$ cat config.mk
export PLATFORM = sky130hd
export DESIGN_NAME = dma_wr_reg_bank_mc
export DESIGN_NICKNAME = d
export VERILOG_FILES = /design/src/rtl/dma_wr_reg_bank_mc.sv
export SDC_FILE = /design/constraint.sdc
export NUM_CORES = 2
export LEC_CHECK = 0
export CORE_MARGIN = 5
export CORE_UTILIZATION = 40
export DETAILED_ROUTE_END_ITERATION = 8
export SYNTH_ARGS = -nofsm -noshare
export SYNTH_HDL_FRONTEND = slang
export SYNTH_SLANG_ARGS = --single-unit
$ cat constraint.sdc
create_clock -name aclk -period 12.4 [get_ports aclk]
set_input_delay 3.1 -clock aclk [delete_from_list [all_inputs] [get_ports aclk]]
set_output_delay 3.1 -clock aclk [all_outputs]
set_load 0.1 [all_outputs]
$ cat src/rtl/dma_wr_reg_bank_mc.sv
// Multi-channel DMA write-register bank.
// Per-channel register windows plus FWFT buffer-address FIFOs.
module dma_wr_reg_bank_mc #(
  parameter int NUM_CH = 4,
  parameter int CH_W = 2,
  parameter int WIN_AW = 8,
  parameter int LINE_GAP_WIDTH = 16,
  parameter int CTRL_REG_WIDTH = 8,
  parameter int INT_WIDTH = 4,
  parameter int FIFO_DEPTH = 8,
  parameter logic [LINE_GAP_WIDTH-1:0] LINE_GAP_RST = 'h2000,
  localparam int PW = $clog2(FIFO_DEPTH),
  localparam int LVL_W = PW + 1
) (
  input  logic aclk,
  input  logic aresetn,
  input  logic mem_wr_valid,
  input  logic [31:0] mem_wr_addr,
  input  logic [31:0] mem_wr_data,
  input  logic [3:0] mem_wr_strb,
  output logic glbl_int_en,
  output logic [NUM_CH*CTRL_REG_WIDTH-1:0] ctrl_reg,
  output logic [NUM_CH*LINE_GAP_WIDTH-1:0] line_gap,
  output logic [NUM_CH*INT_WIDTH-1:0] interrupt_en,
  output logic [NUM_CH*INT_WIDTH-1:0] interrupt_status_clr,
  input  logic [NUM_CH-1:0] buff_addr_rd_en,
  output logic [NUM_CH*32-1:0] buff_addr_dout,
  output logic [NUM_CH-1:0] buff_addr_empty,
  output logic [NUM_CH-1:0] buff_addr_full,
  output logic [NUM_CH*LVL_W-1:0] buff_addr_level,
  output logic [NUM_CH-1:0] buff_addr_ovf
);

  localparam logic [WIN_AW-1:0] OFF_CTRL = WIN_AW'(8'h00);
  localparam logic [WIN_AW-1:0] OFF_IEN  = WIN_AW'(8'h04);
  localparam logic [WIN_AW-1:0] OFF_IST  = WIN_AW'(8'h08);
  localparam logic [WIN_AW-1:0] OFF_LG   = WIN_AW'(8'h0C);
  localparam logic [WIN_AW-1:0] OFF_FIFO = WIN_AW'(8'h10);
  localparam logic [WIN_AW-1:0] OFF_GLBL = WIN_AW'(8'h14);

  logic [CH_W-1:0] w_ch;
  logic [WIN_AW-1:0] w_off;
  logic w_hit;
  logic w_unused;
  logic r_glbl;

  assign w_ch  = mem_wr_addr[WIN_AW+CH_W-1:WIN_AW];
  assign w_off = mem_wr_addr[WIN_AW-1:0];
  assign w_hit = mem_wr_valid &&
                 ({{(32-CH_W){1'b0}}, w_ch} < 32'(NUM_CH));
  assign w_unused = ^mem_wr_addr[31:WIN_AW+CH_W];
  assign glbl_int_en = r_glbl;

  // global interrupt enable lives only in channel 0's window
  always_ff @(posedge aclk) begin
    if (!aresetn)
      r_glbl <= 1'b0;
    else if (w_hit && w_ch == '0 && w_off == OFF_GLBL && mem_wr_strb[0])
      r_glbl <= mem_wr_data[0];
  end

  for (genvar c = 0; c < NUM_CH; c++) begin : g_ch
    logic w_sel;
    logic w_wr_ctrl;
    logic w_flush;
    logic w_push_req;
    logic [CTRL_REG_WIDTH-1:0] w_ctrl_nx;
    logic [INT_WIDTH-1:0] w_ien_nx;
    logic [LINE_GAP_WIDTH-1:0] w_lg_nx;
    logic [CTRL_REG_WIDTH-1:0] r_ctrl;
    logic [INT_WIDTH-1:0] r_ien;
    logic [INT_WIDTH-1:0] r_clr;
    logic [LINE_GAP_WIDTH-1:0] r_lg;

    logic [31:0] r_mem [FIFO_DEPTH];
    logic [PW-1:0] r_wp;
    logic [PW-1:0] r_rp;
    logic [LVL_W-1:0] r_lvl;
    logic r_ovf;
    logic [31:0] r_dout;
    logic w_empty;
    logic w_full;
    logic w_pop;
    logic w_push;
    logic w_ovf_set;
    logic [PW-1:0] w_rp_nx;
    logic [LVL_W-1:0] w_lvl_nx;
    logic [31:0] w_head_nx;

    assign w_sel = w_hit && (w_ch == CH_W'(c));
    assign w_wr_ctrl = w_sel && w_off == OFF_CTRL;
    assign w_flush = w_wr_ctrl && mem_wr_strb[0] && mem_wr_data[1];
    assign w_push_req = w_sel && w_off == OFF_FIFO &&
                        mem_wr_strb == 4'hF;

    // byte-strobed merge; ctrl pulse bits never inherit old state
    always_comb begin
      w_ctrl_nx = '0;
      w_ien_nx = r_ien;
      w_lg_nx = r_lg;
      w_ctrl_nx[0] = mem_wr_strb[0] ? mem_wr_data[0] : r_ctrl[0];
      for (int i = 1; i < CTRL_REG_WIDTH; i++)
        w_ctrl_nx[i] = mem_wr_strb[i/8] & mem_wr_data[i];
      for (int i = 0; i < INT_WIDTH; i++)
        if (mem_wr_strb[i/8]) w_ien_nx[i] = mem_wr_data[i];
      for (int i = 0; i < LINE_GAP_WIDTH; i++)
        if (mem_wr_strb[i/8]) w_lg_nx[i] = mem_wr_data[i];
    end

    // channel registers; ctrl upper bits self-clear after one cycle
    always_ff @(posedge aclk) begin
      if (!aresetn) begin
        r_ctrl <= '0;
        r_ien <= '0;
        r_clr <= '0;
        r_lg <= LINE_GAP_RST;
      end else begin
        if (w_wr_ctrl)
          r_ctrl <= w_ctrl_nx;
        else
          r_ctrl <= {{(CTRL_REG_WIDTH-1){1'b0}}, r_ctrl[0]};
        if (w_sel && w_off == OFF_IEN) r_ien <= w_ien_nx;
        if (w_sel && w_off == OFF_LG) r_lg <= w_lg_nx;
        r_clr <= (w_sel && w_off == OFF_IST && mem_wr_strb[0]) ?
                 mem_wr_data[INT_WIDTH-1:0] : '0;
      end
    end

    assign w_empty = r_lvl == '0;
    assign w_full = r_lvl == LVL_W'(FIFO_DEPTH);
    assign w_pop = buff_addr_rd_en[c] && !w_empty;
    assign w_push = w_push_req && (!w_full || w_pop);
    assign w_ovf_set = w_push_req && w_full && !w_pop;
    assign w_rp_nx = w_pop ? r_rp + 1'b1 : r_rp;
    // a push landing on the new head slot bypasses the array
    assign w_head_nx = (w_push && r_wp == w_rp_nx) ?
                       mem_wr_data : r_mem[w_rp_nx];

    // next occupancy from push/pop pair
    always_comb begin
      w_lvl_nx = r_lvl;
      unique case ({w_push, w_pop})
        2'b10: w_lvl_nx = r_lvl + LVL_W'(1);
        2'b01: w_lvl_nx = r_lvl - LVL_W'(1);
        default: w_lvl_nx = r_lvl;
      endcase
    end

    // fifo storage, no reset needed
    always_ff @(posedge aclk) begin
      if (w_push) r_mem[r_wp] <= mem_wr_data;
    end

    // fifo pointers, level, sticky overflow and registered head word
    always_ff @(posedge aclk) begin
      if (!aresetn) begin
        r_wp <= '0;
        r_rp <= '0;
        r_lvl <= '0;
        r_ovf <= 1'b0;
        r_dout <= '0;
      end else if (w_flush) begin
        r_wp <= '0;
        r_rp <= '0;
        r_lvl <= '0;
        r_ovf <= 1'b0;
      end else begin
        if (w_push) r_wp <= r_wp + 1'b1;
        r_rp <= w_rp_nx;
        r_lvl <= w_lvl_nx;
        if (w_ovf_set) r_ovf <= 1'b1;
        if (w_lvl_nx != '0) r_dout <= w_head_nx;
      end
    end

    assign ctrl_reg[c*CTRL_REG_WIDTH +: CTRL_REG_WIDTH] = r_ctrl;
    assign line_gap[c*LINE_GAP_WIDTH +: LINE_GAP_WIDTH] = r_lg;
    assign interrupt_en[c*INT_WIDTH +: INT_WIDTH] = r_ien;
    assign interrupt_status_clr[c*INT_WIDTH +: INT_WIDTH] = r_clr;
    assign buff_addr_dout[c*32 +: 32] = r_dout;
    assign buff_addr_empty[c] = w_empty;
    assign buff_addr_full[c] = w_full;
    assign buff_addr_level[c*LVL_W +: LVL_W] = r_lvl;
    assign buff_addr_ovf[c] = r_ovf;
  end

endmodule

After elaboration in Yosys (flattened, before gate mapping) --
Memories as Yosys holds them, arrays and structs flattened. A register that Yosys moved wholly into a read port is not among the register bits. Cells that the tools add are included.
Word-level totals: input port bits 75, output and inout port bits 285, register bits 173, memories kept 4, logic and storage cells 230, RAM bits 1024
Memory list:
- g_ch[0].r_mem | words 8, width 32, rd ports 1, clocked after Yosys merged registers in 1, wr ports 1, RTL line 75 | logic [31:0] r_mem [FIFO_DEPTH];
- g_ch[1].r_mem | words 8, width 32, rd ports 1, clocked after Yosys merged registers in 1, wr ports 1, RTL line 75
- g_ch[2].r_mem | words 8, width 32, rd ports 1, clocked after Yosys merged registers in 1, wr ports 1, RTL line 75
- g_ch[3].r_mem | words 8, width 32, rd ports 1, clocked after Yosys merged registers in 1, wr ports 1, RTL line 75
Cells by class: $add $sub $neg 16, reduce and logical (&&, ||, !) cells 120, bitwise logic cells 12, equality and inequality tests 21, muxes and demuxes 16
Operator list (count):
- $logic_and A1 B1 Y1 | 58
- $reduce_and A2 Y1 | 28
- $pmux W4 S2 | 4
- $add A3 B1 Y3 const B | 8
- $eq A4 B4 Y1 const B | 5
- $add A4 B1 Y4 const B | 4
- $eq A8 B4 Y1 const B | 2
- $eq A8 B5 Y1 const B | 2
- $logic_not A1 Y1 | 16
- $logic_not A4 Y1 | 4
- $reduce_bool A4 Y1 | 4
- $sub A4 B1 Y4 const B | 4
- $eq A2 B2 Y1 const B | 6
- $mux W3 | 4
- $eq A2 B1 Y1 const B | 5
- $eq A8 B3 Y1 const B | 1
- $logic_not A8 Y1 | 1
- $mux W1 | 8
- $reduce_or A2 Y1 | 4
- $and A1 B1 Y1 | 7
- $not A1 Y1 | 5
- $logic_or A1 B1 Y1 | 4
- $logic_not A2 Y1 | 1

Logic depth before layout (Yosys ltp) --
depth in word-level cells 9, depth in mapped cells 15, gate-level depth less buffers 13

Worst setup path after synthesis --
OpenSTA, ideal clock, no wires.
path kind input to register, start input port mem_wr_addr[1], end memory g_ch[1].r_mem[1][0], enable pin, data required time 11.887 ns, setup time 0.513 ns, data arrival time 8.200 ns, buffers on the path 1, setup slack 3.687 ns, stages 6, cell sequence or4_4 buf_2 or3_4 nor3_1 inv_1 nor4b_1
On the way: cells in the longest elaborated chain, start to end 6
Ends and longest elaborated chain:
- start, declared | RTL line 18 | input logic [31:0] mem_wr_addr,
- $eq A8 B5 Y1 | RTL line 93 | assign w_push_req = w_sel && w_off == OFF_FIFO &&
- $logic_and A1 B1 Y1 (2 in a row) | RTL line 93
- $logic_and A1 B1 Y1 | RTL line 132 | assign w_push = w_push_req && (!w_full || w_pop);
- $mux W1 | RTL line 151 | if (w_push) r_mem[r_wp] <= mem_wr_data;
- $mux W1 (not written as such) | RTL line 151
- end, declared | RTL line 75
No other way between the ends.

Final worst setup path --
start input port mem_wr_strb[0], end register g_ch[3].r_dout[24] (read register of g_ch[3].r_mem)
On the way: cells in the longest elaborated chain, start to end 7, elaborated cells on any way between the ends 11, those cells by class eq/ne: 3; mux: 1; bitwise: 1; reduce/logical: 6
Ends and longest elaborated chain:
- start, declared | RTL line 20 | input logic [3:0] mem_wr_strb,
- $eq A4 B4 Y1 | RTL line 94 | mem_wr_strb == 4'hF;
- $logic_and A1 B1 Y1 | RTL line 93
- $logic_and A1 B1 Y1 | RTL line 132
- $eq A2 B1 Y1 / $eq A2 B2 Y1 (equally long branches) | RTL line 142 | unique case ({w_push, w_pop})
- $pmux W4 S2 | RTL line 142
- $reduce_bool A4 Y1 | RTL line 172 | if (w_lvl_nx != '0) r_dout <= w_head_nx;
- $reduce_and A2 Y1 (no source line) *
- end, declared | RTL line 80 | logic [31:0] r_dout;
Mark *: on every way between the ends. The rest lies on a longest branch, timed or not. A chain may end at the register's enable or synchronous reset.

==> impl_metrics.tcl <==
set metrics [dict create \
    outcome "complete, no violations" \
    cp_max_fo 40 \
    syn_area_um2 56000 \
    seq_area_frac_synth_pct 65.6 \
    floorplan.rows 137 \
    setup_viol 0 \
    nFillCells 12196 \
    final_max_slew_viol_count 0 \
    io_pins 360 \
    grt-ovfl-total 0 \
    min_to "g_ch[2].r_lg[2]" \
    vias 39537 \
    critical_path_class "input port to register" \
    drt-total-wl_mm 177 \
    leakagePower_nw 22.3 \
    final.setup.worst_slack_ns 4.28 \
    cts_buffers 145 \
    die_area_um2 148000 \
    peakVddDrop_uv 114 \
    async_reset_ff_share_pct 0 \
    netlist_instances 4572 \
    hp-class "register to register" \
    p_int_mw 7.44 \
    dr.pass1.iters 6 \
    synth-edff-count 1024 \
    root_buffer "clkbuf_16" \
    cp-start-kind "input port" \
    finalCritPeriodShare_pct 65.5 \
    switching_share_pct 22.3 \
    via_per_inst 5.85 \
    route.detailed.drc 0 \
    grt.total_usage_pct 23.4 \
    clock-skew-final_ns 0.0428 \
    cts.repair.resized 0 \
    final_antenna_net_count 0 \
    cts_tree "built" \
    clkTransAtPathRegs_ns 0.06 \
    grt_pass1_vias 38232 \
    powerDensity_nw_per_um2 145 \
    synth_ff_type "edfxtp_1" \
    hold_violations 0 \
    syn_nets 4667 \
    drive_gt1_share_pct 11.2 \
    pwr-share-comb_pct 3.9 \
    grt_max_degree 129 \
    end_kind "register" \
    whs_path_depth 2 \
    fin_crit_ns 8.12 \
    sequentialPowerShare_pct 50.1 \
    critPathRequiredTime_ns 13.09 \
    postSynthAreaPerCell_um2 12.3 \
    cts_setup_buffers 0 \
    place_area_um2 61300 \
    port_buffers 337 \
    start_util_pct 40.2 \
    setup-tns-final_ns 0 \
    gp_congestion 0.798 \
    max_freq_mhz 123 \
    clkPwrFrac_pct 46.0 \
    rr_endpoint "g_ch[3].r_dout[24]" \
    worstPathArrival_ns 8.82 \
    antenna_found_initial 19 \
    rsz0062_at_grt "false" \
    htree_levels 4 \
    r2r.worst_path.cells 14 \
    die_w_um 384 \
    cts_sinks 1325 \
    dpl.hpwl_mm 100 \
    min_from "g_ch[2].r_lg[2]" \
    worst_pin_slew_ns 1.29 \
    rrSetupSlack_ns 7.54 \
    cts_max_path_buffers 3 \
    grt_pass1_wl_mm 259 \
    pre_cts_slack_ns 3.55 \
    syn_to_final_growth_pct 18.2 \
    clk-insertion-delay-late_ns 0.79 \
    first_iter_violations 3829 \
    fin_nets 4852 \
    switchingPower_mw 2.14 \
    yosys.cell_types.count 73 \
    holdBufCountCts 0 \
    r2r_start "g_ch[3].r_lvl[1]" \
    timing.slew.headroom_pct 13.7 \
    yosys_warnings 0 \
    fin_area_um2 66200 \
    detail_route.wl_per_cell_um 26.2 \
    drv_cap 0 \
    whs_ns 0.455 \
    coreArea_um2 139000 \
    totalPowerFinal_mw 9.58 \
    synth-seq-cells 1325 \
    chipHeight_um 384 \
]
## kinds of logic after synthesis
logic type / share of synthesized area, %
xor+xnor: 0.563
simple gates: 14.2
compound gates: 13.6
fa+ha+maj: 0.460
buf+inv: 3.19
flops: 65.6
mux: 2.40
## layout by cell type (no fill, tap or decap), types with 12 or more instances in the layout
| master | n |
|---|---|
| a211o_1 | 180 |
| a211oi_1 | 100 |
| a21oi_1 | 106 |
| a22oi_1 | 93 |
| a311oi_2 | 30 |
| a31oi_1 | 97 |
| a32oi_1 | 154 |
| and2_1 | 21 |
| and3_1 | 190 |
| buf_2 | 32 |
| buf_4 | 121 |
| bufinv_16 | 14 |
| clkbuf_1 | 31 |
| clkbuf_16 | 145 |
| clkbuf_8 | 16 |
| clkdlybuf4s50_1 | 303 |
| clkinv_1 | 17 |
| clkinv_2 | 26 |
| dfxtp_1 | 298 |
| edfxtp_1 | 1024 |
| ha_1 | 19 |
| inv_1 | 16 |
| mux2i_1 | 106 |
| mux4_2 | 12 |
| nand2_1 | 567 |
| nand2b_1 | 193 |
| nand3_1 | 161 |
| nand3_2 | 30 |
| nand4_1 | 92 |
| nor2_1 | 208 |
| nor3_1 | 25 |
| nor3_2 | 18 |
| nor4_1 | 12 |
| o21ai_0 | 203 |
| xnor2_1 | 14 |
| xor2_1 | 20 |
## per-stage QoR
step	std cells	utilization (%)
2_1_floorplan	4572	-
3_3_place_gp	6486	44.0
3_5_place_dp	6486	44.0
4_1_cts	6756	47.5
5_1_grt	6756	47.5
6_report	6760	47.5
## power by group through the flow
stage	logic, mW	registers (mW)	clock network, mW
after global placement	0.368	4.89	0
final	0.372	4.80	4.41
after global routing	0.389	4.80	4.67
after detailed placement	0.373	4.89	0
after CTS	0.374	4.80	4.48
after floorplan	0.130	4.96	0
## worst max path at each step
| stage | to | slack (ns) | cells past startpoint | from |
|---|---|---|---|---|
| 4_1_cts | g_ch[3].r_dout[24] | 4.36 | 16 | mem_wr_strb[0] |
| 5_1_grt | g_ch[3].r_dout[19] | 4.04 | 16 | mem_wr_strb[0] |
| 3_5_place_dp | g_ch[3].r_dout[24] | 3.55 | 16 | mem_wr_strb[0] |
| 3_3_place_gp | g_ch[3].r_dout[11] | 3.68 | 16 | mem_wr_strb[0] |
| 6_report | g_ch[3].r_dout[24] | 4.28 | 16 | mem_wr_strb[0] |
| 2_1_floorplan | g_ch[1].r_mem[1][0] | 3.69 | 6 | mem_wr_addr[1] |
## routing by layer
layer | wire, um | vias up | track usage (%)
met2 | 81900 | 1537 | 37.3
met4 | 5550 | 10 | 7.58
met3 | 15800 | 270 | 4.90
met1 | 73800 | 19980 | 32.1
li1 | - | 17740 | -
met5 | 61 | - | 0
## sequential cells by signal, summed over array words and instances, names as in the netlist
register and flops:
g_ch.r_clr 16, g_ch.r_lvl 16, g_ch.r_lg 64, g_ch.r_ctrl 32, g_ch.r_dout 128, g_ch.r_mem 1024, glbl_int_en 1, g_ch.r_ovf 4
g_ch.r_wp 12, g_ch.r_ien 16, g_ch.r_rp 12
## Yosys cell counts (all sizes together), types with 92 or more instances
cell type | n | share of area [%]
a211o | 180 | 2.8
a211oi | 100 | 1.3
a21oi | 115 | 1.0
a22oi | 93 | 1.2
a31oi | 98 | 1.1
a32oi | 154 | 2.4
and3 | 190 | 2.1
clkbuf | 336 | 2.3
dfxtp | 301 | 11
edfxtp | 1024 | 55
mux2i | 106 | 1.9
nand2 | 570 | 3.8
nand2b | 193 | 2.2
nand3 | 191 | 2.0
nand4 | 92 | 1.0
nor2 | 219 | 1.5
o21ai | 213 | 1.9
## cell type report
type,count,area [um2],area share (%)
Multi-Input combinational cell,2807,18000,27.2
Timing Repair Buffer,457,4120,6.23
Clock buffer,193,3970,6.00
Tap cell,1876,2350,3.55
Sequential cell,1325,36800,55.6
Clock inverter,77,912,1.38
Inverter,21,81.3,0.123
Antenna cell,4,10.0,0.0151
## critical path, cell delays in order
cell and delay (ns):
clkdlybuf4s50_1 0.72, nand4_1 0.26, buf_4 0.28, or3_4 0.54, nor3_1 0.62, inv_1 0.35
ha_1 0.36, xor2_1 0.16, ha_1 0.19, a21oi_1 0.14, xor2_1 0.09, or3_1 0.37
a41oi_4 0.72, buf_4 0.48, o21ai_0 0.15, a31oi_1 0.19
Power figures use the tool's default switching activity.
